==> src/rtl/digit_box_pkg.sv <==
// rtl/digit_box_pkg.sv - shared types for digit_box_overlay (DIGIT_BOX_FILL_EN selects interior fill)
package digit_box_pkg;

    localparam int COORD_W = 11;

    typedef logic [COORD_W-1:0] coord_t;
    typedef logic [23:0]        rgb_t;

    typedef enum logic [1:0] {
        IDLE,
        LOAD,
        ARMED
    } state_t;

    typedef struct packed {
        coord_t l;
        coord_t r;
        coord_t t;
        coord_t b;
    } box_t;

    // Per-channel (a+b)>>1 with the carry kept so the result is a true 8-bit truncation.
    function automatic rgb_t rgb_avg(input rgb_t a, input rgb_t b);
        logic [8:0] s_r;
        logic [8:0] s_g;
        logic [8:0] s_b;
        s_r = {1'b0, a[23:16]} + {1'b0, b[23:16]};
        s_g = {1'b0, a[15:8]}  + {1'b0, b[15:8]};
        s_b = {1'b0, a[7:0]}   + {1'b0, b[7:0]};
        return {s_r[8:1], s_g[8:1], s_b[8:1]};
    endfunction

endpackage

==> src/rtl/digit_box_overlay_box_hit.sv <==
// rtl/digit_box_overlay_box_hit.sv - combinational outline/interior test for one box (DIGIT_BOX_FILL_EN adds inside)
module box_hit
    import digit_box_pkg::*;
#(
    parameter int LINE_W = 2
) (
    input  logic   en,
    input  box_t   box,
    input  coord_t x,
    input  coord_t y,
`ifdef DIGIT_BOX_FILL_EN
    output logic   inside,
`endif
    output logic   hit
);

    localparam coord_t LW = coord_t'(LINE_W);

    logic valid;
    logic in_x;
    logic in_y;
    logic on_l;
    logic on_r;
    logic on_t;
    logic on_b;
    logic edge_hit;

    assign valid = en && (box.l < box.r) && (box.t < box.b);
    assign in_x  = (x >= box.l) && (x <= box.r);
    assign in_y  = (y >= box.t) && (y <= box.b);

    // Distance form keeps the band correct even when r or b is smaller than LINE_W-1.
    assign on_l  = (x >= box.l) && ((x - box.l) < LW);
    assign on_r  = (x <= box.r) && ((box.r - x) < LW);
    assign on_t  = (y >= box.t) && ((y - box.t) < LW);
    assign on_b  = (y <= box.b) && ((box.b - y) < LW);

    assign edge_hit = (in_y && (on_l || on_r)) || (in_x && (on_t || on_b));
    assign hit      = valid && edge_hit;

`ifdef DIGIT_BOX_FILL_EN
    assign inside = valid && in_x && in_y && !edge_hit;
`endif

endmodule

==> src/rtl/digit_box_overlay.sv <==
// rtl/digit_box_overlay.sv - latches digit boxes from border RAMs and draws outlines on video (DIGIT_BOX_FILL_EN fills interiors)
module digit_box_overlay
    import digit_box_pkg::*;
#(
    parameter int          NUM_ROW   = 1,
    parameter int          NUM_COL   = 3,
    parameter int          H_PIXEL   = 1280,
    parameter int          V_PIXEL   = 720,
    parameter int          DEPBIT    = 13,
    parameter int          LINE_W    = 2,
    parameter logic [23:0] BOX_COLOR = 24'hFF0000
) (
    input  logic              clk,
    input  logic              rst,
    input  logic              project_done_flag,
    input  logic [3:0]        num_col,
    input  logic [3:0]        num_row,
    output logic [DEPBIT-1:0] col_border_addr_rd,
    input  logic [DEPBIT-1:0] col_border_data_rd,
    output logic [DEPBIT-1:0] row_border_addr_rd,
    input  logic [DEPBIT-1:0] row_border_data_rd,
    input  logic              frame_vsync,
    input  logic              frame_hsync,
    input  logic              frame_de,
    input  logic [10:0]       xpos,
    input  logic [10:0]       ypos,
    input  logic [23:0]       pixel_data,
    output logic              out_vsync,
    output logic              out_hsync,
    output logic              out_de,
    output logic [23:0]       out_pixel,
    output logic              box_valid
);

    localparam int NUM_RD = 2 * NUM_COL + 2 * NUM_ROW;
    localparam int NB     = NUM_COL * NUM_ROW;

    state_t     state;
    logic       done_d;
    logic       vsync_d;
    logic [7:0] ld_cnt;
    logic [7:0] nxt_issue;
    logic [7:0] cap_idx;

    coord_t     pend_col_l [NUM_COL];
    coord_t     pend_col_r [NUM_COL];
    coord_t     pend_row_t [NUM_ROW];
    coord_t     pend_row_b [NUM_ROW];
    coord_t     act_col_l  [NUM_COL];
    coord_t     act_col_r  [NUM_COL];
    coord_t     act_row_t  [NUM_ROW];
    coord_t     act_row_b  [NUM_ROW];
    logic [3:0] pend_ncol;
    logic [3:0] pend_nrow;
    logic [3:0] act_ncol;
    logic [3:0] act_nrow;

    assign nxt_issue = ld_cnt + 8'd1;
    assign cap_idx   = ld_cnt - 8'd1;
    assign box_valid = (act_ncol != 4'd0) && (act_nrow != 4'd0);

    // Left/top edges come from a -2 offset upstream, so an out-of-range value is an underflow.
    function automatic coord_t clamp_lo(input logic [DEPBIT-1:0] d, input logic [31:0] lim);
        return (32'(d) >= lim) ? '0 : coord_t'(d);
    endfunction

    function automatic coord_t clamp_hi(input logic [DEPBIT-1:0] d, input logic [31:0] lim);
        return (32'(d) >= lim) ? coord_t'(lim - 32'd1) : coord_t'(d);
    endfunction

    always_ff @(posedge clk) begin
        if (rst) begin
            state              <= IDLE;
            done_d             <= 1'b0;
            vsync_d            <= 1'b0;
            ld_cnt             <= '0;
            col_border_addr_rd <= '0;
            row_border_addr_rd <= '0;
            pend_ncol          <= '0;
            pend_nrow          <= '0;
            act_ncol           <= '0;
            act_nrow           <= '0;
            for (int i = 0; i < NUM_COL; i++) begin
                pend_col_l[i] <= '0;
                pend_col_r[i] <= '0;
                act_col_l[i]  <= '0;
                act_col_r[i]  <= '0;
            end
            for (int j = 0; j < NUM_ROW; j++) begin
                pend_row_t[j] <= '0;
                pend_row_b[j] <= '0;
                act_row_t[j]  <= '0;
                act_row_b[j]  <= '0;
            end
        end else begin
            done_d  <= project_done_flag;
            vsync_d <= frame_vsync;
            case (state)
                IDLE: begin
                    if (project_done_flag && !done_d) begin
                        state              <= LOAD;
                        ld_cnt             <= '0;
                        col_border_addr_rd <= DEPBIT'(1);
                        row_border_addr_rd <= '0;
                        pend_ncol          <= num_col;
                        pend_nrow          <= num_row;
                    end
                end
                LOAD: begin
                    // Data on the read ports belongs to the address issued one cycle earlier.
                    if (ld_cnt != 8'd0) begin
                        for (int i = 0; i < NUM_COL; i++) begin
                            if (cap_idx == 8'(2 * i))
                                pend_col_l[i] <= clamp_lo(col_border_data_rd, 32'(H_PIXEL));
                            if (cap_idx == 8'(2 * i + 1))
                                pend_col_r[i] <= clamp_hi(col_border_data_rd, 32'(H_PIXEL));
                        end
                        for (int j = 0; j < NUM_ROW; j++) begin
                            if (cap_idx == 8'(2 * NUM_COL + 2 * j))
                                pend_row_t[j] <= clamp_lo(row_border_data_rd, 32'(V_PIXEL));
                            if (cap_idx == 8'(2 * NUM_COL + 2 * j + 1))
                                pend_row_b[j] <= clamp_hi(row_border_data_rd, 32'(V_PIXEL));
                        end
                    end
                    if (ld_cnt == 8'(NUM_RD)) begin
                        state              <= ARMED;
                        col_border_addr_rd <= '0;
                        row_border_addr_rd <= '0;
                    end else begin
                        ld_cnt <= nxt_issue;
                        col_border_addr_rd <= (nxt_issue < 8'(2 * NUM_COL)) ?
                                              DEPBIT'(nxt_issue + 8'd1) : '0;
                        row_border_addr_rd <= (nxt_issue >= 8'(2 * NUM_COL) && nxt_issue < 8'(NUM_RD)) ?
                                              DEPBIT'(nxt_issue - 8'(2 * NUM_COL) + 8'd1) : '0;
                    end
                end
                ARMED: begin
                    if (vsync_d && !frame_vsync) begin
                        state    <= IDLE;
                        act_ncol <= (pend_ncol > 4'(NUM_COL)) ? 4'(NUM_COL) : pend_ncol;
                        act_nrow <= (pend_nrow > 4'(NUM_ROW)) ? 4'(NUM_ROW) : pend_nrow;
                        act_col_l <= pend_col_l;
                        act_col_r <= pend_col_r;
                        act_row_t <= pend_row_t;
                        act_row_b <= pend_row_b;
                    end
                end
                default: state <= IDLE;
            endcase
        end
    end

    logic [NB-1:0] hit_c;
    logic [NB-1:0] hit_q;
`ifdef DIGIT_BOX_FILL_EN
    logic [NB-1:0] inside_c;
    logic [NB-1:0] inside_q;
`endif

    for (genvar i = 0; i < NUM_COL; i++) begin : g_col
        for (genvar j = 0; j < NUM_ROW; j++) begin : g_row
            box_t bx;
            logic en;
            assign bx = '{l: act_col_l[i], r: act_col_r[i], t: act_row_t[j], b: act_row_b[j]};
            assign en = (4'(i) < act_ncol) && (4'(j) < act_nrow);
            box_hit #(.LINE_W(LINE_W)) u_box_hit (
                .en     (en),
                .box    (bx),
                .x      (xpos),
                .y      (ypos),
`ifdef DIGIT_BOX_FILL_EN
                .inside (inside_c[i * NUM_ROW + j]),
`endif
                .hit    (hit_c[i * NUM_ROW + j])
            );
        end
    end

    rgb_t pix_q;
    logic vs_q;
    logic hs_q;
    logic de_q;

    always_ff @(posedge clk) begin
        if (rst) begin
            hit_q     <= '0;
`ifdef DIGIT_BOX_FILL_EN
            inside_q  <= '0;
`endif
            pix_q     <= '0;
            vs_q      <= 1'b0;
            hs_q      <= 1'b0;
            de_q      <= 1'b0;
            out_vsync <= 1'b0;
            out_hsync <= 1'b0;
            out_de    <= 1'b0;
            out_pixel <= '0;
        end else begin
            hit_q     <= hit_c;
`ifdef DIGIT_BOX_FILL_EN
            inside_q  <= inside_c;
`endif
            pix_q     <= pixel_data;
            vs_q      <= frame_vsync;
            hs_q      <= frame_hsync;
            de_q      <= frame_de;
            out_vsync <= vs_q;
            out_hsync <= hs_q;
            out_de    <= de_q;
            if (de_q && (|hit_q))
                out_pixel <= BOX_COLOR;
`ifdef DIGIT_BOX_FILL_EN
            else if (de_q && (|inside_q))
                out_pixel <= rgb_avg(pix_q, BOX_COLOR);
`endif
            else
                out_pixel <= pix_q;
        end
    end

endmodule

==> config.mk <==
export PLATFORM = sky130hd
export DESIGN_NAME = digit_box_overlay
export DESIGN_NICKNAME = d
export VERILOG_FILES = /design/src/rtl/digit_box_pkg.sv /design/src/rtl/digit_box_overlay_box_hit.sv /design/src/rtl/digit_box_overlay.sv
export SDC_FILE = /design/constraint.sdc
export NUM_CORES = 1
export LEC_CHECK = 0
export CAP_MARGIN = 30
export CELL_PAD_IN_SITES_DETAIL_PLACEMENT = 0
export CELL_PAD_IN_SITES_GLOBAL_PLACEMENT = 2
export CORE_AREA = 2 2 212 214
export CTS_BUF_LIST = sky130_fd_sc_hd__clkbuf_16
export DETAILED_ROUTE_END_ITERATION = 6
export DIE_AREA = 0 0 214 216
export PLACE_DENSITY_LB_ADDON = 0.12
export RECOVER_POWER = 25
export SLEW_MARGIN = 20
export SYNTH_ARGS = -nofsm -noshare
export SYNTH_HDL_FRONTEND = slang
export SYNTH_SLANG_ARGS = --single-unit
==> constraint.sdc <==
create_clock -name clk -period 4.2 [get_ports clk]
set_input_delay 0.84 -clock clk [delete_from_list [all_inputs] [get_ports clk]]
set_output_delay 0.84 -clock clk [all_outputs]
set_load 0.02 [all_outputs]
==> After elaboration in Yosys (flattened, before gate mapping) <==
Cells that the tools add are included.
{ "totals": {"regBits": 286, "input_bits": 86, "elab_cells": 180, "out_inout_bits": 54} }
{ "op_classes": {"eq_ne": 14, "addsub": 13, "magnitude_cmp": 31, "n_reduce_logical": 65, "muxes": 22} }
{ "ops": {"columns": ["operator", "count"], "rows": [
  ["$lt A11 B2 Y1 const B", 8],
  ["$sub A11 B11 Y11", 8],
  ["$mux W13", 4],
  ["$pmux W13 S2", 2],
  ["$ge A11 B11 Y1", 4],
  ["$le A11 B11 Y1", 4],
  ["$lt A11 B11 Y1", 4],
  ["$mux W11", 4],
  ["$logic_and A1 B1 Y1", 35],
  ["$eq A8 B3 Y1 const B", 4],
  ["$reduce_and A3 Y1", 10],
  ["$mux W24", 1],
  ["$mux W9", 2],
  ["$eq A8 B2 Y1 const B", 2],
  ["$mux W8", 2],
  ["$pmux W8 S2", 1],
  ["$ge A13 B10 Y1 const B", 1],
  ["$ge A13 B11 Y1 const B", 1],
  ["$lt A1 B4 Y1 const A", 3],
  ["$add A9 B2 Y10 const B", 1],
  ["$add A8 B1 Y9 const B", 1],
  ["$sub A8 B3 Y9 const B", 1],
  ["$add A8 B1 Y8 const B", 1],
  ["$eq A8 B1 Y1 const B", 1],
  ["other kinds (24)", 40]
]} }

==> Logic depth before layout (Yosys ltp) <==
{ "depth": {"word_depth": 7, "mapped_depth": 13, "ltp_nobuf": 13} }

==> Hierarchy <==
A second synthesis with hierarchy kept.
{ "unflattened": {"hier_cells": 2288, "area_unflattened_um2": 18302.6} }
{ "by_module_without_submodules": {"columns": ["module", "cells_per_inst", "n_inst", "seq_area_each_um2", "area_per_inst_um2"], "rows": [
  ["digit_box_overlay", 1104, 1, 5585.4, 10107.2],
  ["box_hit at g_col[0].g_row[0].u_box_hit ...", 398, 2, 0.0, 2742.6],
  ["box_hit at g_col[1].g_row[0].u_box_hit", 388, 1, 0.0, 2710.1]
]} }

==> Least setup slack after synthesis <==
No wires, ideal clock.
{ "synth_path": {"path_kind": "input-to-reg", "from": "input ypos[0]", "to": "register hit_q[2]", "required_ns": 4.097, "path_buffers": 0, "setup_time_ns": 0.103, "cell_stages": 9, "arrival_time_ns": 3.621, "path_slack_ns": 0.475, "cell_sequence": "ha_1 -> fa_1 -> nor2b_4 -> o21ai_0 -> or4_1 -> or4_1 -> o32a_1 -> or3_1 -> a2111oi_2"} }
{ "synth_via": {"elab_chain_len": 7, "elab_cells_between_ends": 14, "classes_between": "2 x add/sub; 4 x order compare; 8 x reduce/logical"} }
{ "synth_rtl": {"columns": ["item", "line", "text"], "rows": [
  ["start: declaration", "digit_box_overlay.sv:26", "input logic [10:0] ypos,"],
  ["$sub A11 B11 Y11, on equally long branches", "digit_box_overlay_box_hit.sv:35, digit_box_overlay_box_hit.sv:36", null],
  ["$lt A11 B2 Y1, on equally long branches", "digit_box_overlay_box_hit.sv:35, digit_box_overlay_box_hit.sv:36", null],
  ["$logic_and A1 B1 Y1, on equally long branches", "digit_box_overlay_box_hit.sv:35, digit_box_overlay_box_hit.sv:36", null],
  ["$logic_or A1 B1 Y1", "digit_box_overlay_box_hit.sv:38", "assign edge_hit = (in_y && (on_l || on_r)) || (in_x && (on_t || on_b));"],
  ["$logic_and A1 B1 Y1", "digit_box_overlay_box_hit.sv:38", null],
  ["$logic_or A1 B1 Y1 (*)", "digit_box_overlay_box_hit.sv:38", null],
  ["$logic_and A1 B1 Y1 (*)", "digit_box_overlay_box_hit.sv:39", "assign hit = valid && edge_hit;"],
  ["end signal: assignment", "digit_box_overlay.sv:199", "hit_q <= hit_c;"],
  ["end: declaration", "digit_box_overlay.sv:154", "logic [NB-1:0] hit_q;"]
]} }
Mark *: on every way between the ends. The rest lies on a longest branch, timed or not.
A chain may end at the register's enable or synchronous reset.

==> Worst setup path after layout <==
Ends and elaborated chain as after synthesis.

==> qor.csv <==
metric,value,unit
numCtsBuffers,29,
avgViaCountPerCell,5.08,
core_area,43800,sq um
synth_flop_cell,dfxtp_1,
layout_common_cells,"dfxtp_1, nand2_1, nor2_1, a21oi_1, inv_1",
fin_crit_sh,91.2,%
synth_compound_area_share,18.1,%
antenna_left,0,
grt_overflow,0,
slew_viol_final,40,
p_per_area,315,nW/um^2
grt_max_degree,168,
grt_use_total,20.2,%
cts-htree-levels,1,
cts_tree,done,
grt_setup_unrepaired,no,
drv_cap,1,
drtIter0Drc,823,
r2r_setup_slack,700,ps
slowest_stage,or4_1,
worst_pin_slew,2000,ps
hold_start,pix_q[3],
post_drt_wl_per_cell,17.9,um
clk_pin_slew,60,ps
crit_start,ypos[0],
postCtsResizedCells,0,
final_common_cell,dfxtp_1,
grt_pass1_vias,13024,
crit_path_end_kind,register,
ys_async_sr_fraction,0,%
finish.utilization,41.9,%
fin_crit,3830,ps
path_common_cell,or4_1,
ys_ff_latch,279,
die-area,46200,sq um
rows,77,
fin_skew,11.7,ps
slew-limit-headroom,-33.3,%
setup_slack,368,ps
vias,13497,
die_x,214,um
synth_cells,1902,
hold_class,register to register,
finalHoldViolations,0,
ioPinCount,140,
synth_edf_count,0,
cp_num_buf_inv,1,
holdWs,424,ps
p_sw_share,25.2,%
die_h,216,um
worstPathArrival,4290,ps
drt-total-wl,47700,um
gp_congestion,0.895,
crit_chain,"clkdlybuf4s50_1, ha_1, fa_1, nor2b_4, o21ai_0, or4_1, or4_1, o32a_1, or3_1, a2111oi_2",
cts_hold_buf,0,
port_buffers,135,
p_clk_share,42.9,%
clockBufferDepth,3,
area_growth_syn_to_layout,20.3,%
status,"finished, violations left",
critPathTopFamily,simple AND/OR/NAND/NOR gates,
finalSetupViolations,0,
nets,2276,
violations,"max-capacitance violations, max-slew violations",
synth_cell_types,83,
slowest_delay,510,ps
regToRegStartpoint,act_row_b[0],
p_switching,1460,uW
path_class,input pin to register,
postSynthAreaPerCell,8.02,sq um
combPwrFrac,10.6,%
layout-drive-gt1-share,5.43,%
dp_hpwl,36900,um
dp_slack,-228,ps
intPower,4330,uW
grt_pass1_wl,74300,um
synthMuxAreaShare,3.36,%
worst_setup_path_start_kind,input pin,
post_cts.repair.setup_buffers,0,
clk_latency,560,ps
synth_simple_gate_area_share,21.8,%
start_util,34.8,%
seqPwrFrac,46.5,%
synth_top_family_by_area,simple AND/OR/NAND/NOR gates,
cp.required,4660,ps
route.detailed.drc,0,
clock-sinks,279,
cp_max_fo,3,
netlist_area,15300,sq um
synth_warnings,0,
irDropWorstVdd,259,uV
synth-xor-area-share,1.66,%
yosys.area_share.adder,12.5,%
dr.pass1.iters,5,
synth_seq_area_share,36.6,%
antenna_found_initial,2,
cts_root_buf,clkbuf_16,
leakage,0.00699,uW
fmax,0.261,GHz
layer usage:
metal  track usage, %  up-vias  routed length [um]
li1                 -     6856                   -
met2             32.0      243               21000
met4             4.76        0                 881
met5                0        -                   0
met3             2.23       59                1620
met1             29.4     6339               24200
power groups by stage:
stage	registers (uW)	clock network, uW	logic [uW]
after global routing	2690	2660	676
after floorplan	2760	0	345
after global placement	2750	0	613
after CTS	2690	2550	614
after detailed placement	2750	0	611
final	2690	2480	613
layout make-up:
type                            count  area [sq um]
Clock buffer                       29           726
Timing Repair Buffer              183          1750
Antenna cell                        3          7.51
Sequential cell                   279          5590
Inverter                          158           593
Multi-Input combinational cell   1391          8790
Fill cell                        4542         25500
Tap cell                          592           741
Clock inverter                     24           178
cell families (layout without fill, tap and decap cells):
group / Yosys count / count (layout)
mux: 51 / 51
compound gates: 447 / 447
flops: 279 / 279
fa+ha+maj: 148 / 148
simple gates: 712 / 712
xor+xnor: 29 / 29
buf+inv: 235 / 394
other cells: 1 / 7
Yosys cell counts (3+ instances only):
cell,number,area share (%)
nor2b_1,52,2.1
a31oi_1,14,0.57
or4_1,3,0.15
xnor2_1,18,1.0
a21boi_1,3,0.15
nand3b_1,3,0.15
and3_1,25,1.0
a2bb2oi_1,3,0.17
ha_1,140,11
nand2_1,256,6.3
buf_1,5,0.12
nand4_1,18,0.74
o31ai_1,6,0.30
nand2b_1,32,1.3
xor2_1,11,0.63
nand3_1,29,0.95
fa_1,8,1.0
buf_4,7,0.34
a21oi_1,185,6.1
o311ai_0,3,0.17
or3_1,9,0.37
o2111ai_1,7,0.40
nor3_1,33,1.1
o21ai_0,64,2.1
inv_2,3,0.074
a21boi_0,7,0.34
o22ai_1,13,0.53
a221oi_1,4,0.23
a2111oi_0,3,0.17
o21a_1,5,0.25
nor2_1,187,4.6
a22oi_1,7,0.34
nor4_1,13,0.53
and2_1,32,1.3
a211oi_1,45,2.2
o211ai_1,6,0.30
dfxtp_1,279,37
o21ai_1,15,0.49
nor3b_1,3,0.15
o21bai_1,7,0.34
clkbuf_1,65,1.6
mux2i_1,49,3.2
inv_1,155,3.8
a21o_1,15,0.74
metrics by stage:
| step | setup TNS, ps | total power [uW] | cells | instance area, sq um |
|---|---|---|---|---|
| 5_1_grt | 0 | 6030 | 2658 | 18400 |
| 3_3_place_gp | -262 | 3360 | 2602 | 17500 |
| 4_1_cts | 0 | 5860 | 2655 | 18400 |
| 2_1_floorplan | 0 | 3110 | 1905 | 15300 |
| 6_report | 0 | 5790 | 2659 | 18400 |
| 3_5_place_dp | -386 | 3360 | 2602 | 17500 |
path summary, 6_finish.rpt:
kind,endpoint,cells past startpoint
worst min-delay path,out_pixel[3],1
worst max-delay path,hit_q[2],10
worst max register to register,hit_q[2],10
worst min register to register,out_pixel[3],1
registers in the layout, summed over array words and instances, names as in the netlist, 3 cells and up:
| name | flops |
|---|---|
| pend_col_l | 33 |
| ld_cnt | 8 |
| act_row_t | 11 |
| hit_q | 3 |
| act_col_l | 33 |
| act_nrow | 4 |
| col_border_addr_rd | 9 |
| out_pixel | 24 |
| row_border_addr_rd | 10 |
| act_row_b | 11 |
| pend_col_r | 33 |
| pend_row_b | 11 |
| act_ncol | 4 |
| act_col_r | 33 |
| pix_q | 24 |
| pend_row_t | 11 |
| pend_nrow | 4 |
| pend_ncol | 4 |
Power figures use the tool's default switching activity.
